**config.mk**
```make
export PLATFORM = sky130hd
export DESIGN_NAME = audio_buffer_ctrl
export DESIGN_NICKNAME = d
export VERILOG_FILES = /design/src/rtl/audio_buffer_ctrl.sv
export SDC_FILE = /design/constraint.sdc
export NUM_CORES = 1
export LEC_CHECK = 0
export ABC_AREA = 1
export BUFFER_PORTS_ARGS = -buffer_cell sky130_fd_sc_hd__clkbuf_2
export CELL_PAD_IN_SITES_DETAIL_PLACEMENT = 1
export CELL_PAD_IN_SITES_GLOBAL_PLACEMENT = 1
export CORE_ASPECT_RATIO = 1.2
export CORE_MARGIN = 10
export CORE_UTILIZATION = 42
export CTS_BUF_LIST = sky130_fd_sc_hd__clkbuf_8 sky130_fd_sc_hd__clkbuf_16
export CTS_CLUSTER_DIAMETER = 120
export CTS_CLUSTER_SIZE = 12
export DETAILED_ROUTE_END_ITERATION = 10
export PLACE_DENSITY = 0.92
export SKIP_LAST_GASP = 1
export SLEW_MARGIN = 20
export SYNTH_ARGS = -nofsm -noshare
export SYNTH_HDL_FRONTEND = slang
export SYNTH_SLANG_ARGS = --single-unit
export TNS_END_PERCENT = 20
```
**constraint.sdc**
```tcl
create_clock -name clk -period 3 [get_ports clk]
set_clock_uncertainty 0.15 [all_clocks]
set_input_delay 0.15 -clock clk [delete_from_list [all_inputs] [get_ports clk]]
set_output_delay 0.15 -clock clk [all_outputs]
set_load 0.02 [all_outputs]
```
**src/rtl/audio_buffer_ctrl.sv**
```systemverilog
// audio_buffer_ctrl: sample-rate record/playback sequencer between a mic sample stream and a
// single-port sample BRAM. Build macro LOOP_PLAY_EN selects looping playback.
module audio_buffer_ctrl #(
   parameter int unsigned DATA_W  = 12,
   parameter int unsigned ADDR_W  = 15,
   parameter int unsigned DEPTH   = 32000,
   parameter int unsigned CLK_DIV = 6250
) (
   input  logic              clk,
   input  logic              reset,
   input  logic              enable_write,
   input  logic              enable_read,
   input  logic [DATA_W-1:0] sample_in,
   output logic [ADDR_W-1:0] mem_addr,
   output logic              mem_we,
   output logic [DATA_W-1:0] mem_wdata,
   input  logic [DATA_W-1:0] mem_rdata,
   output logic [DATA_W-1:0] sample_out,
   output logic              sample_out_valid,
   output logic              busy,
   output logic              done
);

   localparam int unsigned CNT_W = (CLK_DIV > 1) ? $clog2(CLK_DIV) : 1;
   localparam int unsigned LEN_W = ADDR_W + 1;
   localparam logic [CNT_W-1:0]  LAST_CNT = CNT_W'(CLK_DIV - 1);
   localparam logic [ADDR_W-1:0] LAST_IDX = ADDR_W'(DEPTH - 1);
   localparam logic [LEN_W-1:0]  FULL_LEN = LEN_W'(DEPTH);

   typedef enum logic [1:0] {StIdle, StRec, StPlay, StHold} state_e;

   state_e            state_q, state_d;
   logic [CNT_W-1:0]  cnt_q, cnt_d;
   logic [ADDR_W-1:0] mem_addr_q, mem_addr_d;
   logic              mem_we_q, mem_we_d;
   logic [DATA_W-1:0] mem_wdata_q, mem_wdata_d;
   logic [DATA_W-1:0] sample_out_q, sample_out_d;
   logic              valid_q, valid_d;
   logic              busy_q, busy_d;
   logic              done_q, done_d;
   logic [LEN_W-1:0]  rec_len_q, rec_len_d;
   logic              rd_pend_q, rd_pend_d;

   logic              tick;
   logic [LEN_W-1:0]  addr_inc;
   logic [LEN_W-1:0]  written;
   logic              last_play;

   assign tick      = (cnt_q == LAST_CNT);
   assign addr_inc  = {1'b0, mem_addr_q} + LEN_W'(1);
   // The index only advances the clk after a write, so a write in flight still counts.
   assign written   = {1'b0, mem_addr_q} + LEN_W'(mem_we_q);
   assign last_play = (addr_inc == rec_len_q);

   always_comb begin
      state_d      = state_q;
      cnt_d        = cnt_q;
      mem_addr_d   = mem_addr_q;
      mem_we_d     = 1'b0;
      mem_wdata_d  = mem_wdata_q;
      sample_out_d = sample_out_q;
      valid_d      = 1'b0;
      done_d       = 1'b0;
      rec_len_d    = rec_len_q;
      rd_pend_d    = 1'b0;

      unique case (state_q)
         StIdle: begin
            cnt_d = '0;
            if (enable_write) begin
               state_d    = StRec;
               mem_addr_d = '0;
            end else if (enable_read) begin
               state_d    = StPlay;
               mem_addr_d = '0;
            end
         end

         StRec: begin
            if (!enable_write) begin
               state_d   = StIdle;
               cnt_d     = '0;
               rec_len_d = written;
            end else begin
               cnt_d = tick ? '0 : cnt_q + CNT_W'(1);
               if (mem_we_q) begin
                  mem_addr_d = mem_addr_q + ADDR_W'(1);
               end
               if (tick) begin
                  mem_we_d    = 1'b1;
                  mem_wdata_d = sample_in;
                  if (mem_addr_q == LAST_IDX) begin
                     done_d    = 1'b1;
                     rec_len_d = FULL_LEN;
                     state_d   = StHold;
                     cnt_d     = '0;
                  end
               end
            end
         end

         StPlay: begin
            if (!enable_read) begin
               state_d = StIdle;
               cnt_d   = '0;
            end else if (rec_len_q == '0) begin
               done_d  = 1'b1;
               state_d = StHold;
               cnt_d   = '0;
            end else begin
               cnt_d = tick ? '0 : cnt_q + CNT_W'(1);
               // Address is already stable on index before the tick, so the BRAM output
               // is valid for capture one clk after the tick.
               if (tick) begin
                  rd_pend_d = 1'b1;
               end
               if (rd_pend_q) begin
                  sample_out_d = mem_rdata;
                  valid_d      = 1'b1;
                  if (last_play) begin
`ifdef LOOP_PLAY_EN
                     mem_addr_d = '0;
`else
                     done_d  = 1'b1;
                     state_d = StHold;
                     cnt_d   = '0;
`endif
                  end else begin
                     mem_addr_d = mem_addr_q + ADDR_W'(1);
                  end
               end
            end
         end

         StHold: begin
            cnt_d = '0;
            if (!enable_write && !enable_read) begin
               state_d = StIdle;
            end
         end

         default: begin
            state_d = StIdle;
            cnt_d   = '0;
         end
      endcase

      busy_d = (state_d == StRec) || (state_d == StPlay);
   end

   always_ff @(posedge clk or negedge reset) begin
      if (!reset) begin
         state_q      <= StIdle;
         cnt_q        <= '0;
         mem_addr_q   <= '0;
         mem_we_q     <= 1'b0;
         mem_wdata_q  <= '0;
         sample_out_q <= '0;
         valid_q      <= 1'b0;
         busy_q       <= 1'b0;
         done_q       <= 1'b0;
         rec_len_q    <= '0;
         rd_pend_q    <= 1'b0;
      end else begin
         state_q      <= state_d;
         cnt_q        <= cnt_d;
         mem_addr_q   <= mem_addr_d;
         mem_we_q     <= mem_we_d;
         mem_wdata_q  <= mem_wdata_d;
         sample_out_q <= sample_out_d;
         valid_q      <= valid_d;
         busy_q       <= busy_d;
         done_q       <= done_d;
         rec_len_q    <= rec_len_d;
         rd_pend_q    <= rd_pend_d;
      end
   end

   assign mem_addr         = mem_addr_q;
   assign mem_we           = mem_we_q;
   assign mem_wdata        = mem_wdata_q;
   assign sample_out       = sample_out_q;
   assign sample_out_valid = valid_q;
   assign busy             = busy_q;
   assign done             = done_q;

endmodule

```
==> metrics.csv, run 1 <==
stage,metric,value,unit
status,outcome,"finished, final reports clean",
hold_path,Worst Hold Launch,enable_read,
sta,Final setup viols,0,
sta,hold slack final,0.0425,ns
synth,mapped cell area,4430,µm²
placement,Port-buffer cells,70,
clocking,Clock Sinks,75,
layout,Non-Filler Instances,819,
grt,grt met2 use,0.406,
die,Die ar.,15100,µm²
drt,number of routed nets with antenna violations,0,
synth,Mapped Cells,584,
clocking,Root Driver,clkbuf_16,
clocking,clock latency on the worst-skew pair,0.35,ns
worst_setup_path,"Buf+Inv Stages, Crit Path",2,
sta,Final Max Tran Viols,0,
hold_path,Worst Hold Class,input pin to flip-flop,
die,die width,114,µm
worst_setup_path,"reg-to-reg slack, setup",0.1,ns
worst_setup_path,CP Class,flip-flop to flip-flop,
worst_setup_path,crit-path max cell delay,0.76,ns
power_and_ir_drop,switching portion of total power,0.399,
sta,f_max,344,MHz
layout,Total Nets Final,723,
placement,"Cell Area, Placed",4910,µm²
placement,dpl cells,776,
worst_setup_path,CP arrival,2.97,ns
clocking,H-tree Lvls,3,
power_and_ir_drop,combinational share of power,0.330,
grt,largest net degree at the start of global routing,76,
sta,setup ws final,0.0961,ns
clocking,CTS tree,done,
drt,via count,4787,
synth,post-synthesis sequential area ratio,0.423,
layout,Synth-to-Final Area Change,24.2,%
grt,met1 GRT Util,0.250,
power_and_ir_drop,total power,3.52,mW
worst_setup_path,crit-path max FO,15,
die,Initial Utilization,0.426,
grt,Total GRT Usage,0.232,
die,core area,10400,µm²
die,Row Count,41,
power_and_ir_drop,power share of the clock group,0.327,
grt,total gr overflow,0,
power_and_ir_drop,Sequential Power Share,0.343,
synth,"Warnings, synthesis",0,
grt,GRT busiest layer,met2,
power_and_ir_drop,Power Dens Cells,640,nW/µm²
worst_setup_path,Register-to-Register Path Depth,8,
synth,post-synth top area share,0.423,
run,Max-Cap Viols,0,
power_and_ir_drop,static leakage,2.66,nW
placement,hpwl dp,10600,µm
layout,# fillers,1295,
layout,Util after Layout,0.529,
drt,DRC,0,
drt,Via-to-Cell Ratio,5.84,
synth,Syn Nets,623,
worst_setup_path,CP Cell Sequence,inv_1 -> ha_1 -> inv_1 -> o21ai_0 -> a211oi_1 -> nand4_4 -> nand2_1 -> o21ai_2,
worst_setup_path,crit path max-delay cell type,a211oi_1,
clocking,CTS max path bufs,2,
sta,RSZ-0062 raised after global routing,no,
layout,share of layout cells above drive strength 1,0.203,
die,Top Ports,71,
power_and_ir_drop,Max VDD drop,0.396,mV
grt,vias in the first global route,5369,
drt,DR pass1 iterations,5,
clocking,Clock transition at path regs,0.07,ns
sta,Max-slew headroom,0.336,
sta,Fin Setup TNS,0,ns
grt,GRT met3 Usage,0.0507,
synth,syn avg cell area,7.59,µm²
power_and_ir_drop,Switch Pwr,1.41,mW
hold_path,hold depth,3,
worst_setup_path,CP Launch Type,flip-flop,
layout,Finished Cell Area,5500,µm²
grt,antenna violations before repair,1,
synth,#FFs+latches synth,75,
worst_setup_path,Crit. path cell count,8,
worst_setup_path,crit path capture type,flip-flop,
drt,final wirelength,17100,µm
drt,Initial DRC Count,335,
synth,Synth area leader,dfrtp_1,
synth,Synth area leaders,"dfrtp_1 42%, nand2_1 16%, nand3_1 7.2%, inv_1 5.8%, nor2_1 3.2%",
sta,Final min period,2.90,ns
sta,Final Hold Vio Count,0,
worst_setup_path,Critical Path Most Common Cell,inv_1,
placement,gp weighted congestion,0.888,
clocking,total CTS buffers,9,
worst_setup_path,r2r startpoint,state_q[1],
power_and_ir_drop,Int Pwr,2.12,mW
die,die height,133,µm
sta,Final period util,0.968,
worst_setup_path,Worst path top cell family by delay,compound AO/OA/AOI/OAI gates,
placement,Place WS,0.0485,ns
worst_setup_path,worst path required time,3.07,ns
synth,post-synth cell types,36,
drt,Routed WL per cell,20.9,µm
worst_setup_path,Crit. Startpoint,state_q[1],
sta,worst slew pin tran,0.996,ns
grt,global-route wire length before repair,28300,µm
## flip-flops by register name, indices dropped and copies added, names as in the netlist
signal	flops
done	1
mem_addr	15
busy	1
mem_we	1
rd_pend_q	1
mem_wdata	12
cnt_q	13
sample_out	12
rec_len_q	16
state_q	2
sample_out_valid	1
## final cells by class
cell class / instances / area [µm²] / share of cell area
inverter: 70 / 263 / 0.0477
multi-input combinational: 425 / 2230 / 0.404
clock inverter: 7 / 83.8 / 0.0152
tap: 129 / 161 / 0.0293
antenna: 1 / 2.50 / 0.000455
timing repair buffer: 103 / 663 / 0.120
sequential: 75 / 1880 / 0.341
clock buffer: 9 / 225 / 0.0409
## what timing repair did
action                     in CTS  in global routing
setup endpoints to repair       8                 17
cloned                          1                  0
buffers inserted                0                  0
gates resized for setup         1                  3
hold endpoints to repair       99                  0
hold buffers                   25                  0
## cells in the mapped netlist (all sizes together)
cell type / number
xnor3: 1
o21ai: 28
nor2: 47
clkbuf: 9
buf: 6
a211oi: 7
o22ai: 6
a32oi: 2
xor2: 7
nand3: 64
inv: 70
dfrtp: 75
a21oi: 13
o32ai: 1
nand4: 17
o2bb2ai: 1
o21bai: 1
xnor2: 3
or2: 1
a21boi: 2
nor3: 8
nor4: 6
a22oi: 1
ha: 11
nand2: 197
## kinds of logic after synthesis
| family | synth area share |
|---|---|
| and+or+nand+nor | 0.342 |
| buffers and inverters | 0.0804 |
| DFF | 0.423 |
| AOI/OAI and AO/OA | 0.0982 |
| xor gates and xnor gates | 0.0248 |
| adders and majority gates | 0.0310 |
## metal layers
layer / part of all wire / wire length, µm
met4: 0.046 / 788
met5: 0 / 0
met1: 0.37 / 6300
met2: 0.53 / 9030
met3: 0.060 / 1030
## layout by cell type (no fill, tap or decap), drive strengths merged
cell / instances
a32oi: 2
ha: 11
or2: 1
xor2: 7
o2bb2ai: 1
a22oi: 1
xnor2: 3
nor4: 6
o22ai: 6
dlygate4sd3: 25
nand2: 197
clkinvlp: 1
clkbuf: 78
nand3: 64
nor3: 8
o21bai: 1
o21ai: 28
a211oi: 7
nor2: 47
diode: 1
bufinv: 1
inv: 73
dfrtp: 75
o32ai: 1
buf: 9
a21boi: 2
xnor3: 1
a21oi: 13
clkinv: 2
nand4: 18
## worst reg2reg max path, stage by stage (launching register included)
cell and delay, ns:
dfrtp_1 0.48, inv_1 0.14, ha_1 0.26, inv_1 0.12, o21ai_0 0.11, a211oi_1 0.76
nand4_4 0.45, nand2_1 0.24, o21ai_2 0.07
## power groups by stage
stage	combinational [mW]	clock [mW]	sequential, mW
after global routing	1.24	1.21	1.22
after CTS	1.13	1.15	1.20
final	1.16	1.15	1.21
after floorplan	0.749	0	1.22
after detailed placement	1.02	0	1.22
after global placement	0.972	0	1.21
## path summary, 6_finish.rpt
path	to
max in group asynchronous	mem_addr[10]
min	rd_pend_q
max reg2reg	mem_addr[10]
min in group asynchronous	mem_addr[0]
max	mem_addr[10]
min reg2reg	mem_wdata[3]
Power figures use the tool's default switching activity.
==> run 2, diff against run 1 <==
--- a/config.mk
+++ b/config.mk
@@ -11,12 +11,12 @@
 export CELL_PAD_IN_SITES_GLOBAL_PLACEMENT = 1
 export CORE_ASPECT_RATIO = 1.2
 export CORE_MARGIN = 10
-export CORE_UTILIZATION = 42
+export CORE_UTILIZATION = 25
 export CTS_BUF_LIST = sky130_fd_sc_hd__clkbuf_8 sky130_fd_sc_hd__clkbuf_16
 export CTS_CLUSTER_DIAMETER = 120
 export CTS_CLUSTER_SIZE = 12
 export DETAILED_ROUTE_END_ITERATION = 10
-export PLACE_DENSITY = 0.92
+export PLACE_DENSITY = 0.64
 export SKIP_LAST_GASP = 1
 export SLEW_MARGIN = 20
 export SYNTH_ARGS = -nofsm -noshare
==> run 2 against run 1 <==
Count of clock-buffer cells in the layout unchanged. Non-clock buffer count increased by 4. Routed wire length decreased by 12%. Die area increased by 56%. Setup slack improved by 0.20 ns.
==> metrics.csv, run 2 (synthesized netlist as in run 1, its figures left out) <==
stage,metric,value,unit
worst_setup_path,worst path required time,3.12,ns
grt,largest net degree at the start of global routing,76,
placement,gp weighted congestion,0.836,
sta,Final Hold Vio Count,0,
clocking,Clock Sinks,75,
drt,Via-to-Cell Ratio,4.80,
sta,Fin Setup TNS,0,ns
layout,number of diodes,0,
sta,Final period util,0.900,
layout,Biggest register,rec_len_q,
clocking,postcts setup bufs,0,
drt,Initial DRC Count,207,
power_and_ir_drop,static leakage,2.69,nW
drt,DRC,0,
layout,Synth-to-Final Area Change,27.4,%
grt,antenna violations before repair,0,
worst_setup_path,"reg-to-reg slack, setup",0.30,ns
drt,final wirelength,15100,µm
status,outcome,"finished, final reports clean",
grt,Total GRT Usage,0.131,
clocking,H-tree Lvls,3,
sta,Final Max Tran Viols,0,
layout,Non-Filler Instances,911,
placement,hpwl dp,11200,µm
sta,Final min period,2.70,ns
clocking,CTS tree,done,
layout,# fillers,2183,
die,die height,166,µm
run,Max-Cap Viols,0,
sta,Final setup viols,0,
clocking,CTS max path bufs,2,
sta,RSZ-0062 raised after global routing,no,
placement,"Cell Area, Placed",5070,µm²
clocking,Clock transition at path regs,0.06,ns
clocking,total CTS buffers,9,
worst_setup_path,CP Class,flip-flop to flip-flop,
die,die width,142,µm
drt,DR pass1 iterations,4,
sta,worst slew pin tran,0.907,ns
sta,Max-slew headroom,0.393,
die,core area,17500,µm²
power_and_ir_drop,Max VDD drop,0.303,mV
die,Initial Utilization,0.253,
layout,share of layout cells above drive strength 1,0.205,
worst_setup_path,crit path capture type,flip-flop,
placement,dpl cells,871,
drt,Routed WL per cell,16.6,µm
drt,number of routed nets with antenna violations,0,
sta,hold slack final,0.0363,ns
worst_setup_path,CP arrival,2.82,ns
sta,f_max,370,MHz
clocking,clock latency on the worst-skew pair,0.34,ns
layout,Largest register FFs,16,
power_and_ir_drop,Power Dens Cells,615,nW/µm²
layout,"most common cell after layout, fill and taps aside",nand2_1,
layout,"commonest cells after routing, fill and taps aside","186 x nand2_1, 73 x dfrtp_1, 69 x clkbuf_2",
die,Die ar.,23500,µm²
worst_setup_path,CP Launch Type,flip-flop,
layout,Finished Cell Area,5650,µm²
die,Row Count,53,
hold_path,Worst Hold Class,input pin to flip-flop,
clocking,Root Driver,clkbuf_16,
placement,Port-buffer cells,70,
drt,via count,4370,
worst_setup_path,crit-path max FO,22,
die,Top Ports,71,
layout,Total Nets Final,726,
grt,total gr overflow,0,
grt,vias in the first global route,4739,
grt,global-route wire length before repair,25000,µm
run 2: per-stage QoR:
step / util / power (mW) / setup WS [ns]
floorplan: - / 1.97 / 0.579
global placement: 0.290 / 2.26 / 0.336
detailed placement: 0.290 / 2.30 / 0.275
CTS: 0.322 / 3.52 / 0.233
global route: 0.323 / 3.70 / 0.00286
finish: 0.323 / 3.47 / 0.299
run 2: report_power, final:
part | switching [mW] | internal [mW] | leakage (nW) | total, mW
registers | 0.0830 | 1.11 | 1.02 | 1.20
clock network | 0.446 | 0.727 | 0.152 | 1.17
logic | 0.731 | 0.374 | 1.51 | 1.11
run 2: cell type report:
type	instances	area (µm²)	area share
Multi-Input combinational cell	424	2200	0.390
Inverter	70	263	0.0465
Tap cell	220	275	0.0487
Sequential cell	75	1880	0.333
Clock inverter	6	90.1	0.0160
Clock buffer	9	225	0.0399
Timing Repair Buffer	107	709	0.126
run 2: worst max-delay path, stage by stage, from the launching register on:
cell	delay, ns
dfrtp_1	0.47
nand3_1	0.25
nor2_4	0.27
nand3_1	0.15
nand2_1	0.11
nand3_1	0.08
nand2_1	0.08
nand2_1	0.05
nor2_1	0.17
nand3_1	0.12
a21boi_2	0.15
inv_2	0.05
nand4_4	0.14
buf_12	0.22
nand2_1	0.09
o21ai_2	0.06
run 2: path summary, 6_finish.rpt:
path | from | to | cells after the start
max | mem_addr[2] | mem_addr[10] | 15
min in group asynchronous | reset | mem_addr[3] | 2
min | enable_read | rd_pend_q | 3
min reg2reg | sample_out[2] | sample_out[2] | 2
max reg2reg | mem_addr[2] | mem_addr[10] | 15
max in group asynchronous | reset | cnt_q[9] | 2
run 2: per-layer routing:
metal | GRT usage | share of wire | up-vias
met5 | 0 | 0 | -
met4 | 0.0547 | 0.029 | 0
met3 | 0.0295 | 0.042 | 33
li1 | - | - | 2107
met2 | 0.223 | 0.50 | 90
met1 | 0.154 | 0.42 | 2140
run 2: timing repair:
action	CTS	global route
endpoints found under the hold margin	99	0
resized for setup	0	3
hold buffers	25	0
setup endpoints to repair	0	9
